$ cat config.mk
export PLATFORM = sky130hd
export DESIGN_NAME = tx_switch
export DESIGN_NICKNAME = d
export VERILOG_FILES = /design/src/rtl/tx_switch.sv
export SDC_FILE = /design/constraint.sdc
export NUM_CORES = 1
export LEC_CHECK = 0
export BUFFER_PORTS_ARGS = -buffer_cell sky130_fd_sc_hd__buf_2
export CAP_MARGIN = 10
export CORE_AREA = 5 5 302 304
export DETAILED_ROUTE_END_ITERATION = 7
export DIE_AREA = 0 0 307 309
export HOLD_SLACK_MARGIN = 0.12
export PLACE_DENSITY = 0.42
export SYNTH_ARGS = -nofsm -noshare
export SYNTH_HDL_FRONTEND = slang
export SYNTH_SLANG_ARGS = --single-unit
$ cat constraint.sdc
create_clock -name clk -period 6.27 [get_ports clk]
set_input_delay 0.9405 -clock clk [delete_from_list [all_inputs] [get_ports clk]]
set_output_delay 0.9405 -clock clk [all_outputs]
set_load 0.01 [all_outputs]
$ cat src/rtl/tx_switch.sv
`default_nettype none
// ============================================================================
//  Module   : tx_switch
//  Purpose  : Merges the aw, ar, r, b and barrier request channels into a
//             single registered tx stream. Header beats are re-encoded with a
//             4-bit type in data[3:0]; aw/r bursts lock the grant until the
//             beat flagged "last" has been forwarded.
//  Revision : 1.0 - initial release
// ----------------------------------------------------------------------------
//  Ports
//    clk, reset            : clock, synchronous active-high reset
//    aw_din/last/valid/ready       : write header + payload burst
//    ar_din/valid/ready            : read request (single beat)
//    r_din/last/valid/ready        : read data header + payload burst
//    b_din/valid/ready             : write response (single beat)
//    barrier_din/valid/ready       : barrier (single beat)
//    tx_data/connection_id/last/valid/ready : merged output stream
// ----------------------------------------------------------------------------
//  Configuration
//    TX_SWITCH_RR_EN defined   : round-robin aw -> ar -> r -> b -> barrier,
//                                pointer advances on each accepted header.
//    TX_SWITCH_RR_EN undefined : fixed priority b > r > barrier > ar > aw.
// ============================================================================
module tx_switch (
   input  logic         clk,
   input  logic         reset,
   input  logic [127:0] aw_din,
   input  logic         aw_last,
   input  logic         aw_valid,
   output logic         aw_ready,
   input  logic [127:0] ar_din,
   input  logic         ar_valid,
   output logic         ar_ready,
   input  logic [127:0] r_din,
   input  logic         r_last,
   input  logic         r_valid,
   output logic         r_ready,
   input  logic [127:0] b_din,
   input  logic         b_valid,
   output logic         b_ready,
   input  logic [127:0] barrier_din,
   input  logic         barrier_valid,
   output logic         barrier_ready,
   output logic [127:0] tx_data,
   output logic [3:0]   tx_connection_id,
   output logic         tx_last,
   output logic         tx_valid,
   input  logic         tx_ready
);

   localparam logic [2:0] c_CH_AW  = 3'd0;
   localparam logic [2:0] c_CH_AR  = 3'd1;
   localparam logic [2:0] c_CH_R   = 3'd2;
   localparam logic [2:0] c_CH_B   = 3'd3;
   localparam logic [2:0] c_CH_BAR = 3'd4;

   typedef enum logic [2:0] {
      S_IDLE     = 3'b001,
      S_AW_BURST = 3'b010,
      S_R_BURST  = 3'b100
   } state_t;

   state_t       r_state;
   state_t       w_state_nxt;

   logic [4:0]   w_valid_vec;
   logic [4:0]   w_grant;
   logic [4:0]   w_ready_vec;
   logic [2:0]   w_arb_idx;
   logic         w_arb_found;
   logic         w_advance;
   logic         w_accept;
   logic [127:0] w_beat_data;
   logic [3:0]   w_beat_id;
   logic         w_beat_last;
   logic [3:0]   r_burst_id;
   logic [127:0] r_tx_data;
   logic [3:0]   r_tx_id;
   logic         r_tx_last;
   logic         r_tx_valid;

   assign w_valid_vec = {barrier_valid, b_valid, r_valid, ar_valid, aw_valid};

   // Output register can take a new beat when empty or draining this cycle.
   assign w_advance = !reset && (!r_tx_valid || tx_ready);

`ifdef TX_SWITCH_RR_EN
   logic [2:0] r_rr_ptr;
   logic [3:0] w_rr_idx;

   // Scan the five channels starting at the pointer, wrapping modulo 5.
   always_comb begin
      w_arb_found = 1'b0;
      w_arb_idx   = c_CH_AW;
      w_rr_idx    = 4'd0;
      for (int k = 0; k < 5; k++) begin
         w_rr_idx = {1'b0, r_rr_ptr} + 4'(k);
         if (w_rr_idx >= 4'd5) w_rr_idx = w_rr_idx - 4'd5;
         if (!w_arb_found && w_valid_vec[w_rr_idx[2:0]]) begin
            w_arb_found = 1'b1;
            w_arb_idx   = w_rr_idx[2:0];
         end
      end
   end

   // Only headers (accepted in IDLE) move the pointer; payload beats do not.
   always_ff @(posedge clk) begin
      if (reset)
         r_rr_ptr <= c_CH_AW;
      else if (r_state == S_IDLE && w_accept)
         r_rr_ptr <= (w_arb_idx == c_CH_BAR) ? c_CH_AW : w_arb_idx + 3'd1;
   end
`else
   always_comb begin
      w_arb_found = |w_valid_vec;
      w_arb_idx   = c_CH_AW;
      if (b_valid)            w_arb_idx = c_CH_B;
      else if (r_valid)       w_arb_idx = c_CH_R;
      else if (barrier_valid) w_arb_idx = c_CH_BAR;
      else if (ar_valid)      w_arb_idx = c_CH_AR;
   end
`endif

   // During a burst the grant is pinned to the bursting channel.
   always_comb begin
      w_grant = 5'b0;
      case (r_state)
         S_AW_BURST: w_grant[c_CH_AW] = 1'b1;
         S_R_BURST:  w_grant[c_CH_R]  = 1'b1;
         default:    if (w_arb_found) w_grant[w_arb_idx] = 1'b1;
      endcase
   end

   assign w_ready_vec   = w_grant & {5{w_advance}};
   assign w_accept      = |(w_ready_vec & w_valid_vec);
   assign aw_ready      = w_ready_vec[c_CH_AW];
   assign ar_ready      = w_ready_vec[c_CH_AR];
   assign r_ready       = w_ready_vec[c_CH_R];
   assign b_ready       = w_ready_vec[c_CH_B];
   assign barrier_ready = w_ready_vec[c_CH_BAR];

   // Beat formatting: headers get their type nibble, payloads pass through.
   always_comb begin
      w_beat_data = 128'b0;
      w_beat_id   = 4'b0;
      w_beat_last = 1'b1;
      case (r_state)
         S_AW_BURST: begin
            w_beat_data = aw_din;
            w_beat_id   = r_burst_id;
            w_beat_last = aw_last;
         end
         S_R_BURST: begin
            w_beat_data = r_din;
            w_beat_id   = r_burst_id;
            w_beat_last = r_last;
         end
         default: begin
            case (w_arb_idx)
               c_CH_AW: begin
                  w_beat_data = {aw_din[127:4], 4'h1};
                  w_beat_id   = aw_din[3:0];
                  w_beat_last = aw_last;
               end
               c_CH_AR: begin
                  w_beat_data = {ar_din[127:4], 4'h2};
                  w_beat_id   = ar_din[3:0];
               end
               c_CH_R: begin
                  w_beat_data = {r_din[127:4], 4'h3};
                  w_beat_id   = r_din[3:0];
                  w_beat_last = r_last;
               end
               c_CH_B: begin
                  w_beat_data = {b_din[127:4], 4'h4};
                  w_beat_id   = b_din[3:0];
               end
               default: begin
                  // Barrier: bit 8 selects the type and is cleared on the wire.
                  w_beat_data = {barrier_din[127:9], 1'b0, barrier_din[7:4],
                                 (barrier_din[8] ? 4'h5 : 4'h6)};
                  w_beat_id   = barrier_din[3:0];
               end
            endcase
         end
      endcase
   end

   always_comb begin
      w_state_nxt = r_state;
      case (r_state)
         S_IDLE: begin
            // Only aw and r headers can carry last=0.
            if (w_accept && !w_beat_last) begin
               if (w_arb_idx == c_CH_AW)     w_state_nxt = S_AW_BURST;
               else if (w_arb_idx == c_CH_R) w_state_nxt = S_R_BURST;
            end
         end
         S_AW_BURST, S_R_BURST: begin
            if (w_accept && w_beat_last) w_state_nxt = S_IDLE;
         end
         default: w_state_nxt = S_IDLE;
      endcase
   end

   always_ff @(posedge clk) begin
      if (reset) begin
         r_state    <= S_IDLE;
         r_burst_id <= 4'b0;
      end else begin
         r_state <= w_state_nxt;
         if (r_state == S_IDLE && w_accept) r_burst_id <= w_beat_id;
      end
   end

   always_ff @(posedge clk) begin
      if (reset) begin
         r_tx_data  <= 128'b0;
         r_tx_id    <= 4'b0;
         r_tx_last  <= 1'b0;
         r_tx_valid <= 1'b0;
      end else if (w_advance) begin
         if (w_accept) begin
            r_tx_data  <= w_beat_data;
            r_tx_id    <= w_beat_id;
            r_tx_last  <= w_beat_last;
            r_tx_valid <= 1'b1;
         end else begin
            r_tx_valid <= 1'b0;
         end
      end
   end

   assign tx_data          = r_tx_data;
   assign tx_connection_id = r_tx_id;
   assign tx_last          = r_tx_last;
   assign tx_valid         = r_tx_valid;

endmodule
`default_nettype wire

== Yosys cells after proc, flatten, opt, wreduce, memory -nomap -nowiden ==
Index checks and enable logic that the tools add are counted.

* Output and inout bits: 139
* Latch bits: 0
* Register bits: 141
* Memories: 0
* Input port bits: 650
* ROM bits: 0
* Logic and storage cells: 58
* Memory bits (writable): 0

* Bitwise logic cells: 2
* Div/mod/pow operators: 0
* Multipliers: 0
* Reduce and logical (&&, ||, !) cells: 15
* Muxes and demuxes: 24
* Equal/unequal tests: 9
* Magnitude comparators: 2
* $add $sub $neg: 0
* Shifts and indexed selects: 0

{| class="wikitable"
|+ Operators with widths
! operator !! count
|-
| 128-bit case mux with 4 select lines || 1
|-
| 128-bit case mux with 2 select lines || 1
|-
| 3-bit two-way mux || 7
|-
| 4-bit case mux with 4 select lines || 1
|-
| 5-bit AND || 2
|-
| 5-bit OR reduction || 2
|-
| 3-bit by 2-bit == test with 1-bit output (second input constant) || 3
|-
| 1-bit case mux with 2 select lines || 4
|-
| 3-bit by 1-bit == test with 1-bit output (second input constant) || 2
|-
| 3-bit case mux with 2 select lines || 1
|-
| 1-bit logical AND || 5
|-
| 5-bit two-way mux || 1
|-
| 3-bit by 4-bit < comparator with 1-bit output (second input constant) || 1
|-
| 1-bit two-way mux || 4
|-
| 2-bit two-way mux || 2
|-
| 4-bit two-way mux || 1
|-
| 1-bit demux with 3-bit select || 1
|-
| 3-bit == test (second input constant) || 1
|-
| 3-bit by 1-bit >= comparator with 1-bit output (second input constant) || 1
|-
| 1-bit zero test || 3
|-
| 3-bit zero test || 1
|-
| 3-bit != test (second input constant) || 1
|-
| 3-bit AND reduction || 1
|-
| 2-bit by 1-bit != test with 1-bit output (second input constant) || 1
|-
| 4 further kinds || 4
|}

== Logic depth before layout (Yosys ltp) ==
* Depth after elaboration: 16
* Mapped depth: 9
* Depth with buffers taken out: 5

== Least setup slack after synthesis ==
No wires, ideal clock.

* Kind: in2out
* Start: input port r_valid
* End: output port aw_ready
* Data required time: 5329 ps
* Setup slack: 2868 ps
* Arrival: 2462 ps
* Stages: 6
* Cell sequence: clkbuf_1 nor4_1 clkbuf_1 buf_2 a21oi_1 nor4_1

* Cells in the longest elaborated chain, start to end: 9
* Elaborated cells on any way between the ends: 11
* Those cells by class: order compare (2); mux (6); bitwise (1); reduce/logical (2)

{| class="wikitable"
|+ Ends and longest elaborated chain
! element !! RTL line !! RTL
|-
| start: declaration || 36 || <nowiki>input logic r_valid,</nowiki>
|-
| 3-bit two-way mux || 118 || <nowiki>else if (r_valid) w_arb_idx = c_CH_R;</nowiki>
|-
| 3-bit two-way mux || 117 || <nowiki>if (b_valid) w_arb_idx = c_CH_B;</nowiki>
|-
| 3-bit by 4-bit < comparator with 1-bit output (implied by the code) or 3-bit by 1-bit >= comparator with 1-bit output (tied branches) || 130 || <nowiki>default: if (w_arb_found) w_grant[w_arb_idx] = 1'b1;</nowiki>
|-
| 1-bit logical AND (implied by the code) || 130 ||
|-
| 1-bit two-way mux (implied by the code) || 130 ||
|-
| 1-bit demux with 3-bit select || 130 ||
|-
| 5-bit two-way mux * || 130 ||
|-
| 1-bit case mux with 2 select lines * || 127 || <nowiki>case (r_state)</nowiki>
|-
| 5-bit AND * || 134 || <nowiki>assign w_ready_vec = w_grant & {5{w_advance}};</nowiki>
|-
| end: declaration || 30 || <nowiki>output logic aw_ready,</nowiki>
|}

Mark *: on every way between the ends. The rest lies on a longest branch, timed or not.

== Worst setup path after layout ==
Same ends and word-level chain as after synthesis.

==> impl_metrics.json <==
{
  "synthFlopType": "dfxtp_1",
  "post-cts-setup-buffer-count": 0,
  "seq_area_frac_synth_pct": 24.88,
  "cp.required_ns": 5.33,
  "fp.dieW_um": 307,
  "grt_max_degree": 175,
  "dpl_worst_slack_ns": 2.201,
  "routed_wirelength_mm": 74.26,
  "outcome": "complete, but fails checks",
  "ctsResizeCount": 0,
  "die-area_um2": 94860,
  "synth.most_common_cell": "nor2_1",
  "pwr-share-seq_pct": 33.8,
  "start_kind": "input port",
  "final_area_um2": 16900,
  "grtUsageMet3_pct": 3.601,
  "die_h_um": 309,
  "met2_usage_pct": 24.92,
  "synth_fp_nets": 2233,
  "yosysTopAreaCell": "dfxtp_1",
  "worstSetupPathType": "in2out",
  "htreeDepth": 4,
  "avgSynthCellArea_um2": 7.167,
  "grt_use_total_pct": 14.46,
  "ant_nets": 0,
  "max-vdd-ir-drop_mv": 0.1892,
  "dpl.hpwl_mm": 54.85,
  "netlist_area_um2": 11350,
  "rsz0062_at_grt": "no",
  "hold_path_depth": 2,
  "synthTopCellsByArea": "dfxtp_1, a222oi_1, nor2_1, a211o_1, a22o_1",
  "finalClockSkew_ns": 0.009132,
  "p_leak_nw": 7.762,
  "comb_power_share_pct": 32.2,
  "grt_antenna_before_repair": 10,
  "critPathMaxStageDelay_ns": 0.56,
  "io_pins": 789,
  "power.switching_mw": 1.128,
  "tightest_slew_ns": 1.108,
  "cp_max_fo": 61,
  "synth_warnings": 0,
  "timing.final.crit_period_ns": 3.873,
  "port_buffers": 788,
  "wire_per_inst_um": 21.84,
  "cts.clk_slew.worst_paths_ns": 0.07,
  "setup.worst_path.end_class": "output port",
  "overflow": 0,
  "gr-max-usage-layer": "met2",
  "avgViaCountPerCell": 4.702,
  "cts_tree": "done",
  "grt_use_met1_pct": 17.66,
  "arrival_ns": 2.93,
  "tns_ns": 0,
  "rr_worst_depth": 6,
  "grt_pass1_vias": 15684,
  "grt_pass1_wl_mm": 105.0,
  "core_um2": 87970,
  "ys_ff_latch": 141,
  "root_buffer": "clkbuf_16",
  "synthCells": 1583,
  "cts_hold_buf": 0,
  "drive_gt1_share_pct": 38.31,
  "vias": 15992,
  "slew_headroom_pct": 26.14,
  "insertion_delay_ns": 0.46,
  "maxSlewViolCount": 0,
  "hold_viol": 0,
  "synth_edf_count": 0,
  "firstDrtPassIters": 8,
  "async_reset_ff_share_pct": 0,
  "crit_path_frequent_cell": "buf_4",
  "core.rowCount": 109,
  "pwr-share-clk_pct": 34.0,
  "p_int_mw": 2.006,
  "netlist.area_leader.share_pct": 24.88,
  "critical_path.cell_chain": "buf_4, buf_4, nor4_2, buf_12, a21oi_1, nor4_1, buf_2",
  "clockBufferDepth": 2,
  "worst_slack_ns": 2.397,
  "violations": "DRC",
  "nNetsFinal": 2869,
  "initial_core_util_pct": 12.90,
  "cts_buffers": 17,
  "drc": 2,
  "place.gp.congestion": 0.8789,
  "powerDensity_nw_per_um2": 185.5,
  "swShare_pct": 36.00,
  "drtIter0Drc": 1864,
  "hold_class": "reg2reg",
  "yosys.cell_types.count": 43,
  "drv_cap": 0,
  "synthTopCellsByCount": "nor2_1, clkbuf_1, dfxtp_1",
  "fmax_mhz": 258.2,
  "setup_viol": 0,
  "syn2layout_area_growth_pct": 48.91,
  "dpl-instance-area_um2": 16310,
  "post-route-period-util_pct": 61.77,
  "slowest_stage": "nor4_2",
  "cts.sinks": 141
}
==> worst paths after layout <==
kind	start	end	slack [ns]
min reg2reg	r_burst_id[3]	r_burst_id[3]	0.48
min	r_burst_id[3]	r_burst_id[3]	0.48
max reg2reg	r_state[0]	r_state[2]	3.01
max	r_valid	aw_ready	2.40
==> worst max-delay path, delay by kind of cell <==
kind	cells	cell delay, ns
AO/OA/AOI/OAI	1	0.12
AND/OR/NAND/NOR	2	0.82
buffers and inverters	4	1.02
==> cell type report <==
type	count	area, um^2
clock inverter	15	150.1
timing repair buffer	811	4207
multi-input combinational	1246	7815
inverter	2	7.507
clock buffer	17	425.4
fill	10158	71070
antenna	4	10.01
sequential	141	2823
tap	1165	1458
==> power by group through the flow <==
stage / registers (mW) / clock network (mW) / logic (mW)
3_3_place_gp: 1.08 / 0 / 1.01
3_5_place_dp: 1.08 / 0 / 1.01
2_1_floorplan: 1.12 / 0 / 0.436
6_report: 1.06 / 1.07 / 1.01
4_1_cts: 1.06 / 1.15 / 1.01
5_1_grt: 1.07 / 1.18 / 1.10
==> metal layers <==
| layer | wire [um] | vias to the layer above |
|---|---|---|
| met1 | 29840 | 7699 |
| li1 | - | 7390 |
| met4 | 2210 | 8 |
| met5 | 45 | - |
| met2 | 36280 | 795 |
| met3 | 5888 | 100 |
==> registers in the layout, indices dropped and copies added (netlist names) <==
| register | cells |
|---|---|
| tx_data | 128 |
| r_burst_id | 4 |
| tx_connection_id | 4 |
| r_state | 3 |
| tx_last | 1 |
| tx_valid | 1 |
==> cell usage in the layout, fill, tap and decap left out, types with 2 or more instances in the layout <==
cell type	instances
a211o_1	123
a211oi_1	47
a21o_1	5
a21oi_1	133
a221oi_1	2
a222oi_1	124
a22o_1	123
a22oi_1	7
a311oi_1	9
a31oi_1	3
and2_1	2
and3_1	3
buf_12	6
buf_2	785
buf_4	19
clkbuf_16	17
clkinv_2	2
clkinvlp_4	2
dfxtp_1	141
diode_2	4
inv_1	2
inv_6	7
inv_8	3
nand2_1	135
nand2b_1	8
nand3_1	5
nand3b_1	82
nor2_1	310
nor2b_1	4
nor3_1	7
nor3b_1	2
nor4_1	2
nor4b_1	2
o21ai_0	89
==> per-stage QoR <==
| step | utilization (%) | instances | hold WS (ns) | total power [mW] |
|---|---|---|---|---|
| finish | 19.21 | 3401 | 0.4836 | 3.134 |
| global route | 19.20 | 3399 | 0.5152 | 3.358 |
| CTS | 19.19 | 3397 | 0.4867 | 3.229 |
| detailed placement | 18.54 | 3365 | 0.4685 | 2.089 |
| global placement | 18.54 | 3365 | 0.4654 | 2.093 |
| floorplan | - | 1583 | 0.4543 | 1.555 |
==> logic make-up after synthesis <==
kind of cell	after synthesis	synth area share, %
simple gates	571	22.70
flops	141	24.88
compound gates	675	45.59
buf+inv	196	6.837
(Power assumes the default switching activity.)
